===== config.mk =====
export PLATFORM = sky130hd
export DESIGN_NAME = matrix_key_scanner
export DESIGN_NICKNAME = d
export VERILOG_FILES = /design/src/rtl/matrix_key_scanner.sv
export SDC_FILE = /design/constraint.sdc
export NUM_CORES = 1
export LEC_CHECK = 0
export ABC_AREA = 1
export CORE_MARGIN = 2
export CORE_UTILIZATION = 60
export CTS_CLUSTER_SIZE = 28
export DETAILED_ROUTE_END_ITERATION = 16
export GPL_TIMING_DRIVEN = 1
export PLACE_DENSITY = 0.83
export SLEW_MARGIN = 20
export SYNTH_ARGS = -nofsm -noshare
export SYNTH_HDL_FRONTEND = slang
export SYNTH_SLANG_ARGS = --single-unit

===== constraint.sdc =====
create_clock -name clk_in -period 4.06 [get_ports clk_in]
set_input_delay 0.812 -clock clk_in [delete_from_list [all_inputs] [get_ports clk_in]]
set_output_delay 0.812 -clock clk_in [all_outputs]
set_load 0.05 [all_outputs]

===== src/rtl/matrix_key_scanner.sv =====
// Row/column key-matrix scanner: one-cold row drive, synchronised active-low columns,
// per-key debounce, press/release pulses and a valid/ready queue of pressed key codes.
module matrix_key_scanner #(
  parameter int unsigned ROWS     = 4,
  parameter int unsigned COLS     = 4,
  parameter int unsigned SCAN_DIV = 60000,
  parameter int unsigned DEBOUNCE = 4,
  localparam int unsigned KEY_W   = $clog2(ROWS * COLS)
) (
  input  logic                   clk_in,
  input  logic                   rst_n_in,
  input  logic [COLS-1:0]        col,
  output logic [ROWS-1:0]        row,
  output logic [ROWS*COLS-1:0]   key_state,
  output logic [ROWS*COLS-1:0]   key_press,
  output logic [ROWS*COLS-1:0]   key_release,
  output logic [KEY_W-1:0]       key_code,
  output logic                   key_valid,
  input  logic                   key_ready,
  output logic                   multi_key
);

  localparam int unsigned N     = ROWS * COLS;
  localparam int unsigned CNT_W = $clog2(SCAN_DIV);
  localparam int unsigned RI_W  = (ROWS > 1) ? $clog2(ROWS) : 1;
  localparam int unsigned DB_W  = $clog2(DEBOUNCE + 1);

  logic [COLS-1:0]  col_s1, col_s2;
  logic [CNT_W-1:0] cnt;
  logic [RI_W-1:0]  row_idx, row_idx_nxt;
  logic             sample_edge;
  logic [N-1:0]     state_q;
  logic [N-1:0]     pending, merged, pending_nxt;
  logic [N-1:0]     zeros;
  logic [KEY_W-1:0] load_idx;
  logic             load_hit, slot_free;
  logic [DB_W-1:0]  deb_cnt [N];

  // Dwell counter and row sequencing
  always_comb begin
    sample_edge = (cnt == CNT_W'(SCAN_DIV - 1));
    row_idx_nxt = (row_idx == RI_W'(ROWS - 1)) ? '0 : row_idx + RI_W'(1);
  end

  // Output slot: new presses merge into pending and are eligible for loading on this edge
  always_comb begin
    merged   = pending | key_press;
    load_hit = 1'b0;
    load_idx = '0;
    for (int i = 0; i < N; i++) begin
      if (merged[i] && !load_hit) begin
        load_hit = 1'b1;
        load_idx = KEY_W'(i);
      end
    end
    slot_free   = !key_valid || key_ready;
    pending_nxt = merged;
    if (slot_free && load_hit) pending_nxt[load_idx] = 1'b0;
    zeros = ~key_state;
  end

  always_ff @(posedge clk_in) begin
    if (!rst_n_in) begin
      col_s1      <= '1;
      col_s2      <= '1;
      cnt         <= '0;
      row_idx     <= '0;
      row         <= ~ROWS'(1);
      key_state   <= '1;
      state_q     <= '1;
      key_press   <= '0;
      key_release <= '0;
      pending     <= '0;
      key_valid   <= 1'b0;
      key_code    <= '0;
      multi_key   <= 1'b0;
      for (int k = 0; k < N; k++) deb_cnt[k] <= '0;
    end else begin
      col_s1 <= col;
      col_s2 <= col_s1;

      if (sample_edge) begin
        cnt     <= '0;
        row_idx <= row_idx_nxt;
        row     <= ~(ROWS'(1) << row_idx_nxt);
      end else begin
        cnt <= cnt + CNT_W'(1);
      end

      // Debounce only the keys of the row being sampled
      for (int r = 0; r < ROWS; r++) begin
        for (int c = 0; c < COLS; c++) begin
          if (sample_edge && (row_idx == RI_W'(r))) begin
            if (col_s2[c] == key_state[r*COLS+c]) begin
              deb_cnt[r*COLS+c] <= '0;
            end else if (deb_cnt[r*COLS+c] == DB_W'(DEBOUNCE - 1)) begin
              key_state[r*COLS+c] <= col_s2[c];
              deb_cnt[r*COLS+c]   <= '0;
            end else begin
              deb_cnt[r*COLS+c] <= deb_cnt[r*COLS+c] + DB_W'(1);
            end
          end
        end
      end

      state_q     <= key_state;
      key_press   <= state_q & ~key_state;
      key_release <= ~state_q & key_state;

      pending <= pending_nxt;
      if (slot_free) begin
        key_valid <= load_hit;
        if (load_hit) key_code <= load_idx;
      end

      // Two or more pressed keys: clearing the lowest zero bit leaves something
      multi_key <= |(zeros & (zeros - N'(1)));
    end
  end

endmodule


==> flow_summary.json <==
{
  "status": "completed",
  "cts_sinks": 164,
  "numCtsBuffers": 17,
  "holdBufCountCts": 0,
  "power_switching_w": 0.0006734,
  "grt_overflow": 0,
  "ys_types": 36,
  "htree_levels": 4,
  "reg2reg_depth": 11,
  "cp.required_ns": 3.25,
  "synth_top_area_frac": 0.3409,
  "r2r_start": "cnt[0]$_SDFF_PP0_",
  "synth_edf_count": 48,
  "synth_nets": 815,
  "cp_num_buf_inv": 1,
  "die_area_mm2": 0.01222,
  "synth_area_mm2": 0.006813,
  "fin_nets": 882,
  "power.density_mw_per_mm2": 411.5,
  "cpMaxStageDelayCell": "clkdlybuf4s50_1",
  "ir_drop_mv": 0.3287,
  "final_antenna_net_count": 0,
  "leakage_nw": 3.638,
  "synthSimpleGateAreaFrac": 0.2086,
  "critical_path_class": "reg -> out",
  "cp-start-kind": "flip-flop",
  "relSlewSlack": 0.5677,
  "power.internal_w": 0.002664,
  "gp_congestion": 0.8485,
  "arrival_ns": 1.84,
  "maxCapViolCount": 0,
  "rsz0062_at_grt": "no",
  "crit_path_end": "key_state[13]",
  "place_hpwl_mm": 10.29,
  "layout-drive-gt1-share": 0.05667,
  "reg2reg_setup_slack_ns": 1.70,
  "worst_slew_pin_slew_ns": 0.6485,
  "muxShareOfSynthArea": 0,
  "yosysSeqAreaShare": 0.5524,
  "yosysWarnings": 0,
  "synthTopCellsByArea": "dfxtp_1 34%, edfxtp_1 21%, nor2_1 7.6%",
  "routed-via-count": 5445,
  "power.share.clock": 0.451,
  "start_util": 0.6203,
  "skew_ns": 0.01118,
  "synth_common_cells": "138 x nor2_1, 116 x dfxtp_1, 106 x inv_1",
  "pwr-share-comb": 0.030,
  "cp.depth": 1,
  "hp-class": "reg -> reg",
  "async_flop_share": 0,
  "synthAdderAreaFrac": 0.06979,
  "p_seq_frac": 0.518,
  "core.rowCount": 38,
  "core-area_mm2": 0.01098,
  "port-buffer-count": 64,
  "ys_ff_latch": 164,
  "reg2reg_to": "deb_cnt[0][14]$_SDFFCE_PN0P_",
  "cts_tree": "yes",
  "postSynthAreaPerCell_um2": 8.848,
  "dpl_worst_slack_ns": 1.714,
  "wl_per_cell_um": 14.96,
  "cp_cell_sequence": "clkdlybuf4s50_1",
  "synth_cells": 770,
  "drtIter0Drc": 473,
  "fin_setup_tns_ns": 0,
  "synth_top_family_by_area": "simple AND/OR/NAND/NOR gates",
  "worst_setup_path_end_kind": "output port",
  "dieWidth_um": 110.6,
  "clk-insertion-delay-late_ns": 0.43,
  "critical_path.max_stage_delay_ns": 0.88,
  "grt_pass1_vias": 5394,
  "grt_first_pass_wirelength_mm": 24.67,
  "synth_most_common_cell": "nor2_1",
  "first_pass_iters": 5,
  "synth_compound_area_frac": 0.08981,
  "ios": 65,
  "antenna_found_initial": 0,
  "synth_top_area_cell": "dfxtp_1",
  "path_clk_slew_ns": 0.06,
  "grt.total_usage": 0.2504,
  "setup_viol_count_final": 0,
  "post-cts-setup-buffers": 0,
  "max_freq_ghz": 0.3777,
  "cts_root_buffer": "clkbuf_16",
  "slew_violations": 0,
  "power_w": 0.003338,
  "switching_share": 0.2018,
  "grt_max_degree": 64,
  "period_share": 0.6521,
  "viasPerCell": 5.517,
  "hold_viol": 0,
  "setup_slack_ns": 1.413,
  "die_h_um": 110.6,
  "ys.flop_type": "dfxtp_1",
  "num_antenna_cells": 0,
  "path_delay_family": "buffers and inverters",
  "cp_max_fo": 9,
  "drc_errors": 0,
  "clock_path_buffers": 2,
  "cts_resized": 0,
  "num-fill-cells": 759,
  "syn2layout_area_growth_pct": 19.05,
  "crit_path_start": "key_state[13]$_SDFFE_PN1P_",
  "synth_xor_area_frac": 0.007713,
  "period_needed_ns": 2.647,
  "routed_wl_mm": 14.76
}
[how the worst min path moves through the flow]
stage | slack, ns | cells after the start | endpoint | start
floorplan | 0.39 | 1 | col_s2[0]$_SDFF_PN1_ | col_s1[0]$_SDFF_PN1_
global placement | 0.40 | 1 | col_s2[1]$_SDFF_PN1_ | col_s1[1]$_SDFF_PN1_
detailed placement | 0.40 | 1 | col_s2[0]$_SDFF_PN1_ | col_s1[0]$_SDFF_PN1_
CTS | 0.42 | 1 | col_s2[0]$_SDFF_PN1_ | col_s1[0]$_SDFF_PN1_
global route | 0.43 | 1 | key_release[4]$_SDFF_PN0_ | state_q[4]$_SDFF_PN1_
finish | 0.41 | 1 | col_s2[0]$_SDFF_PN1_ | col_s1[0]$_SDFF_PN1_
[state kept, by name (all words and copies together) (netlist names)]
| name | cells |
|---|---|
| cnt | 16 |
| key_valid | 1 |
| key_code | 4 |
| state_q | 16 |
| key_state | 16 |
| pending | 16 |
| col_s2 | 4 |
| row_idx | 2 |
| deb_cnt | 48 |
| row | 4 |
| key_press | 16 |
| key_release | 16 |
| col_s1 | 4 |
| multi_key | 1 |
[cells in the final DEF (no fill, tap or decap), drive strengths merged]
cell | synthesis | layout
nor2 | 143 | 143
dfxtp | 116 | 116
nand2 | 107 | 107
inv | 107 | 106
clkdlybuf4s50 | 0 | 63
edfxtp | 48 | 48
o21ai | 42 | 42
ha | 38 | 38
a21oi | 37 | 37
nand3 | 27 | 27
clkbuf | 12 | 25
nor3 | 23 | 23
nand4 | 15 | 15
o211ai | 10 | 10
or2 | 8 | 8
xor2 | 6 | 6
nor4 | 5 | 5
clkinv | 1 | 4
a31oi | 3 | 3
o21bai | 3 | 3
buf | 6 | 3
a211oi | 2 | 2
o41ai | 2 | 2
o2111ai | 2 | 2
a311o | 2 | 2
o31ai | 2 | 2
o22ai | 1 | 1
or3 | 1 | 1
a221oi | 1 | 1
bufinv | 0 | 1
clkinvlp | 0 | 1
[kinds of logic (layout without fill, tap and decap cells)]
| group | after synthesis | in the layout |
|---|---|---|
| and+or+nand+nor | 329 | 329 |
| xor gates and xnor gates | 6 | 6 |
| AOI/OAI and AO/OA | 107 | 107 |
| adders and majority gates | 38 | 38 |
| buffers and inverters | 126 | 203 |
| DFF | 164 | 164 |
[layout make-up]
cell class,instances,area [um2],area share
Sequential cell,164,3764,0.4641
Multi-Input combinational cell,480,2561,0.3158
Timing Repair Buffer,66,650.6,0.08022
Clock buffer,25,506.7,0.06248
Inverter,108,405.4,0.04998
Tap cell,140,175.2,0.02160
Clock inverter,4,47.55,0.005862
[per-layer routing]
metal,track usage,up-vias,share of wire
li1,-,2671,-
met1,0.2884,2520,0.40
met2,0.4319,215,0.51
met3,0.06641,39,0.063
met4,0.1217,0,0.028
met5,0,-,0
[through the flow]
stage	hold WS, ns	util	cell area [um2]	instances
after global placement	0.3963	0.6880	7556	958
after CTS	0.4158	0.7384	8110	987
after global routing	0.4295	0.7384	8110	987
after detailed placement	0.4021	0.6880	7556	958
after floorplan	0.3925	-	6813	770
final	0.4114	0.7384	8110	987
[worst reg2reg max path: stages, from the launching register on]
cell and delay (ns):
dfxtp_1 0.35, ha_1 0.18, nand2_1 0.05, inv_1 0.06, nand2_1 0.10, nor4_1 0.20
nand2_1 0.20, nor2_1 0.39, inv_1 0.20, nor2_1 0.21, o211ai_1 0.16, nor2_1 0.13
[power groups by stage]
stage	Combinational (W)	Sequential, W	Clock [W]
floorplan	0.0000743	0.00176	0
global placement	0.0000931	0.00176	0
detailed placement	0.000100	0.00176	0
CTS	0.000102	0.00173	0.00152
global route	0.000118	0.00173	0.00159
finish	0.000102	0.00173	0.00151
No activity file was read; power rests on OpenSTA's default activity.
